$ cat src/rtl/dmem_arbiter.sv
// Two-port round-robin arbiter/sequencer for the single-port data memory.
// Each grant runs IDLE -> ACCESS -> RESP, giving the winner a one-cycle ack.
module dmem_arbiter #(
  parameter int DATA_W = 32,
  parameter int DEPTH  = 64
) (
  input  logic              clk,
  input  logic              reset,
  input  logic              req0,
  input  logic              we0,
  input  logic [31:0]       addr0,
  input  logic [DATA_W-1:0] wdata0,
  input  logic              req1,
  input  logic              we1,
  input  logic [31:0]       addr1,
  input  logic [DATA_W-1:0] wdata1,
  output logic              ack0,
  output logic [DATA_W-1:0] rdata0,
  output logic              err0,
  output logic              ack1,
  output logic [DATA_W-1:0] rdata1,
  output logic              err1,
  output logic              mem_we,
  output logic              mem_re,
  output logic [31:0]       mem_addr,
  output logic [DATA_W-1:0] mem_wdata,
  input  logic [DATA_W-1:0] mem_rdata,
  output logic              busy
);

  typedef enum logic [1:0] {S_IDLE, S_ACCESS, S_RESP} state_t;

  state_t              state_q, state_d;
  logic                last_grant_q, last_grant_d;
  logic                win_q, win_d;
  logic                we_q, we_d;
  logic [31:0]         addr_q, addr_d;
  logic [DATA_W-1:0]   wdata_q, wdata_d;
  logic                oor_q, oor_d;
  logic [DATA_W-1:0]   rdata0_q, rdata0_d, rdata1_q, rdata1_d;
  logic                ack0_q, ack0_d, ack1_q, ack1_d;
  logic                err0_q, err0_d, err1_q, err1_d;
  logic                pick1;
  logic [31:0]         addr_sel;
  logic [DATA_W-1:0]   rd_val;

  always_comb begin
    // NOTE: every signal assigned here gets a default first, so no path can infer a latch.
    state_d      = state_q;
    last_grant_d = last_grant_q;
    win_d        = win_q;
    we_d         = we_q;
    addr_d       = addr_q;
    wdata_d      = wdata_q;
    oor_d        = oor_q;
    rdata0_d     = rdata0_q;
    rdata1_d     = rdata1_q;
    ack0_d       = 1'b0;
    ack1_d       = 1'b0;
    err0_d       = 1'b0;
    err1_d       = 1'b0;
    pick1        = 1'b0;
    addr_sel     = '0;
    rd_val       = oor_q ? '0 : mem_rdata;

    unique case (state_q)
      S_IDLE: begin
        if (req0 || req1) begin
          // Port 1 wins alone, or on a conflict when port 0 was granted last.
          pick1    = req1 && (!req0 || !last_grant_q);
          addr_sel = pick1 ? addr1 : addr0;
          win_d    = pick1;
          we_d     = pick1 ? we1 : we0;
          addr_d   = addr_sel;
          wdata_d  = pick1 ? wdata1 : wdata0;
          oor_d    = addr_sel >= 32'(DEPTH);
          state_d  = S_ACCESS;
        end
      end
      S_ACCESS: begin
        last_grant_d = win_q;
        // Writes leave the port's last read result untouched.
        if (!we_q) begin
          if (win_q) rdata1_d = rd_val;
          else       rdata0_d = rd_val;
        end
        ack0_d  = !win_q;
        ack1_d  = win_q;
        err0_d  = !win_q && oor_q;
        err1_d  = win_q && oor_q;
        state_d = S_RESP;
      end
      S_RESP:  state_d = S_IDLE;
      default: state_d = S_IDLE;
    endcase
  end

  // NOTE: sequential state uses non-blocking assignments so all flops update together.
  always_ff @(posedge clk or posedge reset) begin
    if (reset) begin
      state_q      <= S_IDLE;
      last_grant_q <= 1'b1;
      win_q        <= 1'b0;
      we_q         <= 1'b0;
      addr_q       <= '0;
      wdata_q      <= '0;
      oor_q        <= 1'b0;
      rdata0_q     <= '0;
      rdata1_q     <= '0;
      ack0_q       <= 1'b0;
      ack1_q       <= 1'b0;
      err0_q       <= 1'b0;
      err1_q       <= 1'b0;
    end else begin
      state_q      <= state_d;
      last_grant_q <= last_grant_d;
      win_q        <= win_d;
      we_q         <= we_d;
      addr_q       <= addr_d;
      wdata_q      <= wdata_d;
      oor_q        <= oor_d;
      rdata0_q     <= rdata0_d;
      rdata1_q     <= rdata1_d;
      ack0_q       <= ack0_d;
      ack1_q       <= ack1_d;
      err0_q       <= err0_d;
      err1_q       <= err1_d;
    end
  end

  // Memory pins decode only from state and latched fields; out-of-range accesses stay dark.
  logic acc_ok;
  assign acc_ok    = (state_q == S_ACCESS) && !oor_q;
  assign mem_we    = acc_ok && we_q;
  assign mem_re    = acc_ok && !we_q;
  assign mem_addr  = acc_ok ? addr_q : '0;
  assign mem_wdata = acc_ok ? wdata_q : '0;
  assign busy      = (state_q != S_IDLE);

  assign ack0   = ack0_q;
  assign ack1   = ack1_q;
  assign err0   = err0_q;
  assign err1   = err1_q;
  assign rdata0 = rdata0_q;
  assign rdata1 = rdata1_q;

endmodule

$ cat config.mk
export PLATFORM = sky130hd
export DESIGN_NAME = dmem_arbiter
export DESIGN_NICKNAME = d
export VERILOG_FILES = /design/src/rtl/dmem_arbiter.sv
export SDC_FILE = /design/constraint.sdc
export NUM_CORES = 1
export LEC_CHECK = 0
export BUFFER_PORTS_ARGS = -buffer_cell sky130_fd_sc_hd__buf_2
export CAP_MARGIN = 20
export CORE_ASPECT_RATIO = 1.1
export CORE_UTILIZATION = 38
export DETAILED_ROUTE_END_ITERATION = 8
export GPL_TIMING_DRIVEN = 0
export PLACE_DENSITY = 0.68
export SYNTH_ARGS = -nofsm -noshare
export SYNTH_HDL_FRONTEND = slang
export SYNTH_SLANG_ARGS = --single-unit
$ cat constraint.sdc
create_clock -name clk -period 6.1 [get_ports clk]
set_input_delay 1.22 -clock clk [delete_from_list [all_inputs] [get_ports clk]]
set_output_delay 1.22 -clock clk [all_outputs]
set_load 0.05 [all_outputs]
==> impl_metrics.csv <==
group,metric,value,unit
worst_setup_path,endpoint_kind,"output pin",
synthesis,synth_commonest_cells,"dfrtp_1 (137), nand2_1 (96), nor2_1 (69)",
worst_hold_path,min_to,"rdata1[26]$_DFFE_PP0P_",
placed_design,hpwlAfterDp,15.3,mm
floorplan,core,15900,sq um
timing,relSlewSlack,0.620,
worst_hold_path,hp-start,"rdata1[26]$_DFFE_PP0P_",
floorplan,die_w,125,um
power,p_total,4.67,mW
worst_setup_path,reg2regPathDepth,6,
timing,finalSetupViolCount,0,
worst_setup_path,critPathSlowestCell,"clkbuf_1",
timing,rsz0062_at_grt,"false",
worst_setup_path,slowest_delay,0.47,ns
timing,period_needed,3.56,ns
placed_design,place_area,8060,sq um
routing,wirelength,20.2,mm
synthesis,synth.avg_cell_area,9.70,sq um
worst_setup_path,crit_type,"reg2out",
timing,timing.fmax,281,MHz
global_route,grt_first_pass_wirelength,31.2,mm
cts,postCtsSetupBuffers,0,
synthesis,netlist-cell-type-count,28,
final_layout,syn_to_final_growth,38.0,%
power,ir_drop,0.189,mV
global_route,overflow,0,
synthesis,synth.area.top_cells,"dfrtp_1 (55%), mux2i_1 (11%), and3_1 (6.6%), nand2_1 (5.7%), a21oi_1 (5.2%)",
synthesis,ys_ff_latch,138,
floorplan,start_util,0.394,
routing,drc,0,
worst_hold_path,worstHoldPathCells,2,
final_layout,n_antenna_cell,0,
global_route,grt_max_degree,85,
synthesis,syn-cell-area,6280,sq um
timing,final_hold_viol_count,0,
routing,vias,5965,
synthesis,synth_cells,647,
synthesis,synth_area_leader_cell,"dfrtp_1",
synthesis,synth_fp_nets,813,
synthesis,ys_seq_area_frac,0.550,
cts,cts_tree,"yes",
synthesis,yosysTopAreaCellShare,0.546,
worst_setup_path,crit_top_cell,"clkbuf_1",
worst_hold_path,hp-class,"reg2reg",
worst_setup_path,path_max_fanout,10,
routing,dr.pass1.iters,5,
cts,h-tree-depth,4,
worst_setup_path,r2r_end,"oor_q$_DFFE_PP0P_",
synthesis,synth_edf_count,0,
final_layout,fin_nets,1133,
timing,drv_slew,0,
floorplan,die_h,137,um
final_layout,fin_area,8660,sq um
worst_setup_path,cp_data_required_time,4.88,ns
cts,root_buffer,"clkbuf_16",
power,power.leakage,4.71,nW
global_route,grt_util_all_layers,0.239,
job,maxCapViolCount,0,
cts,clk_pin_slew,0.06,ns
global_route,antenna_found_initial,0,
timing,whs,0.475,ns
placed_design,port_buffers,300,
synthesis,ys_warn_count,0,
floorplan,ios,301,
worst_setup_path,reg2reg_from,"last_grant_q$_DFFE_PP1P_",
routing,wire_per_inst,17.1,um
worst_setup_path,path_cells,"clkinv_1 -> clkbuf_1 -> clkbuf_1 -> and3_1 -> buf_2",
global_route,grt_pass1_vias,5821,
floorplan,rows,48,
status,outcome,"finished, final reports clean",
final_layout,drive_above_1_share,0.378,
worst_setup_path,arrival,2.34,ns
cts,clockBufferDepth,2,
synthesis,synthArstFlopShare,1.00,
worst_setup_path,start_kind,"flop",
synthesis,synth.most_common_cell,"dfrtp_1",
routing,antenna_left,0,
cts,hold_buffers,0,
power,pwr_density_cell,539,nW/um^2
cts,cts.sinks,138,
synthesis,synth_flop_cell,"dfrtp_1",
floorplan,floorplan.die_area,17000,sq um
routing,vias_per_cell,5.06,
placed_design,globalplace.congestion,0.880,
cts,ctsResizeCount,0,
routing,initialDrtViolationCount,347,
cts,insertion_delay,0.42,ns
cts,cts_made_buffers,17,
worst_setup_path,worst-r2r-setup-slack,4.48,ns
timing,tightest_slew,0.570,ns
timing,skew,0.0103,ns
timing,fin_crit_sh,0.584,
## per-layer routing
metal	vias to the layer above	global-route usage	routed length (um)
li1	2875	-	-
met1	2834	0.291	8400
met2	241	0.414	10300
met3	15	0.0614	1250
met4	0	0.0770	217
met5	-	0	0
## how the worst max path moves through the flow
stage,startpoint,end,slack [ns],depth (start not counted)
2_1_floorplan,reset,ack0$_DFF_PP0_,1.19,1
3_3_place_gp,reset,addr_q[26]$_DFFE_PP0P_,-0.51,2
3_5_place_dp,oor_q$_DFFE_PP0P_,mem_wdata[16],2.93,5
4_1_cts,oor_q$_DFFE_PP0P_,mem_wdata[19],2.46,5
5_1_grt,oor_q$_DFFE_PP0P_,mem_wdata[19],2.33,5
6_report,oor_q$_DFFE_PP0P_,mem_wdata[19],2.54,5
## area by class of cell
cell class / instances / area (sq um)
sequential: 138 / 3450
tap: 200 / 250
multi-input combinational: 454 / 2540
buffer: 52 / 272
inverter: 3 / 16.3
timing repair buffer: 301 / 1530
clock buffer: 21 / 480
fill: 1546 / 7260
clock inverter: 11 / 118
## stage by stage
step	setup WS [ns]	TNS, ns	instances	util
finish	2.54	0	1180	0.544
floorplan	1.19	0	647	-
detailed placement	2.93	0	1148	0.506
global placement	-0.512	-68.58	1147	0.504
global route	2.33	0	1180	0.544
CTS	2.46	0	1180	0.544
## cells in the final DEF, fill, tap and decap left out
master      count
inv_6           2
clkbuf_1       21
nor4_1         12
nor2_4          1
a21o_1          1
nor2_1         69
a21oi_1        65
dfstp_2         1
clkinvlp_4      2
nor3_1          2
or3_1           1
o21ai_1        24
nand2_1        96
bufinv_16       2
clkinv_2        5
nand2b_4        1
a21boi_1        1
mux2i_1        66
and2_1          1
nand3b_2        1
buf_16          1
or2_1           1
mux2_2          1
clkinv_4        1
nand4b_1        1
clkbuf_16      17
clkbuf_8        4
o21ai_0        40
and3_1         66
o22ai_1         1
buf_2         325
clkinv_1        1
buf_6           6
inv_1           1
dfrtp_1       137
nand4_1         3
## where the power goes
group | internal [mW] | switching (mW) | total, mW
combinational | 0.529 | 1.52 | 2.04
sequential | 1.37 | 0.218 | 1.58
clock | 0.643 | 0.396 | 1.04
## worst max-delay path: cells and delay by family (launching register included)
| kind | cells | cell delay, ns |
|---|---|---|
| flops | 1 | 0.39 |
| simple gates | 1 | 0.22 |
| buf+inv | 4 | 1.32 |
## logic make-up (layout without fill, tap and decap cells)
| logic type | count (synthesis) | count (layout) | share of synthesized area |
|---|---|---|---|
| multiplexers | 67 | 67 | 0.107 |
| buffers and inverters | 55 | 388 | 0.0451 |
| AND/OR/NAND/NOR | 255 | 255 | 0.191 |
| flip-flops | 138 | 138 | 0.550 |
| AO/OA/AOI/OAI | 132 | 132 | 0.106 |
## registers in the layout (all words and copies together) (netlist names)
register	cells
ack0	1
ack1	1
addr_q	32
err0	1
err1	1
last_grant_q	1
oor_q	1
rdata0	32
rdata1	32
state_q	2
wdata_q	32
we_q	1
win_q	1
(Power assumes the default switching activity.)
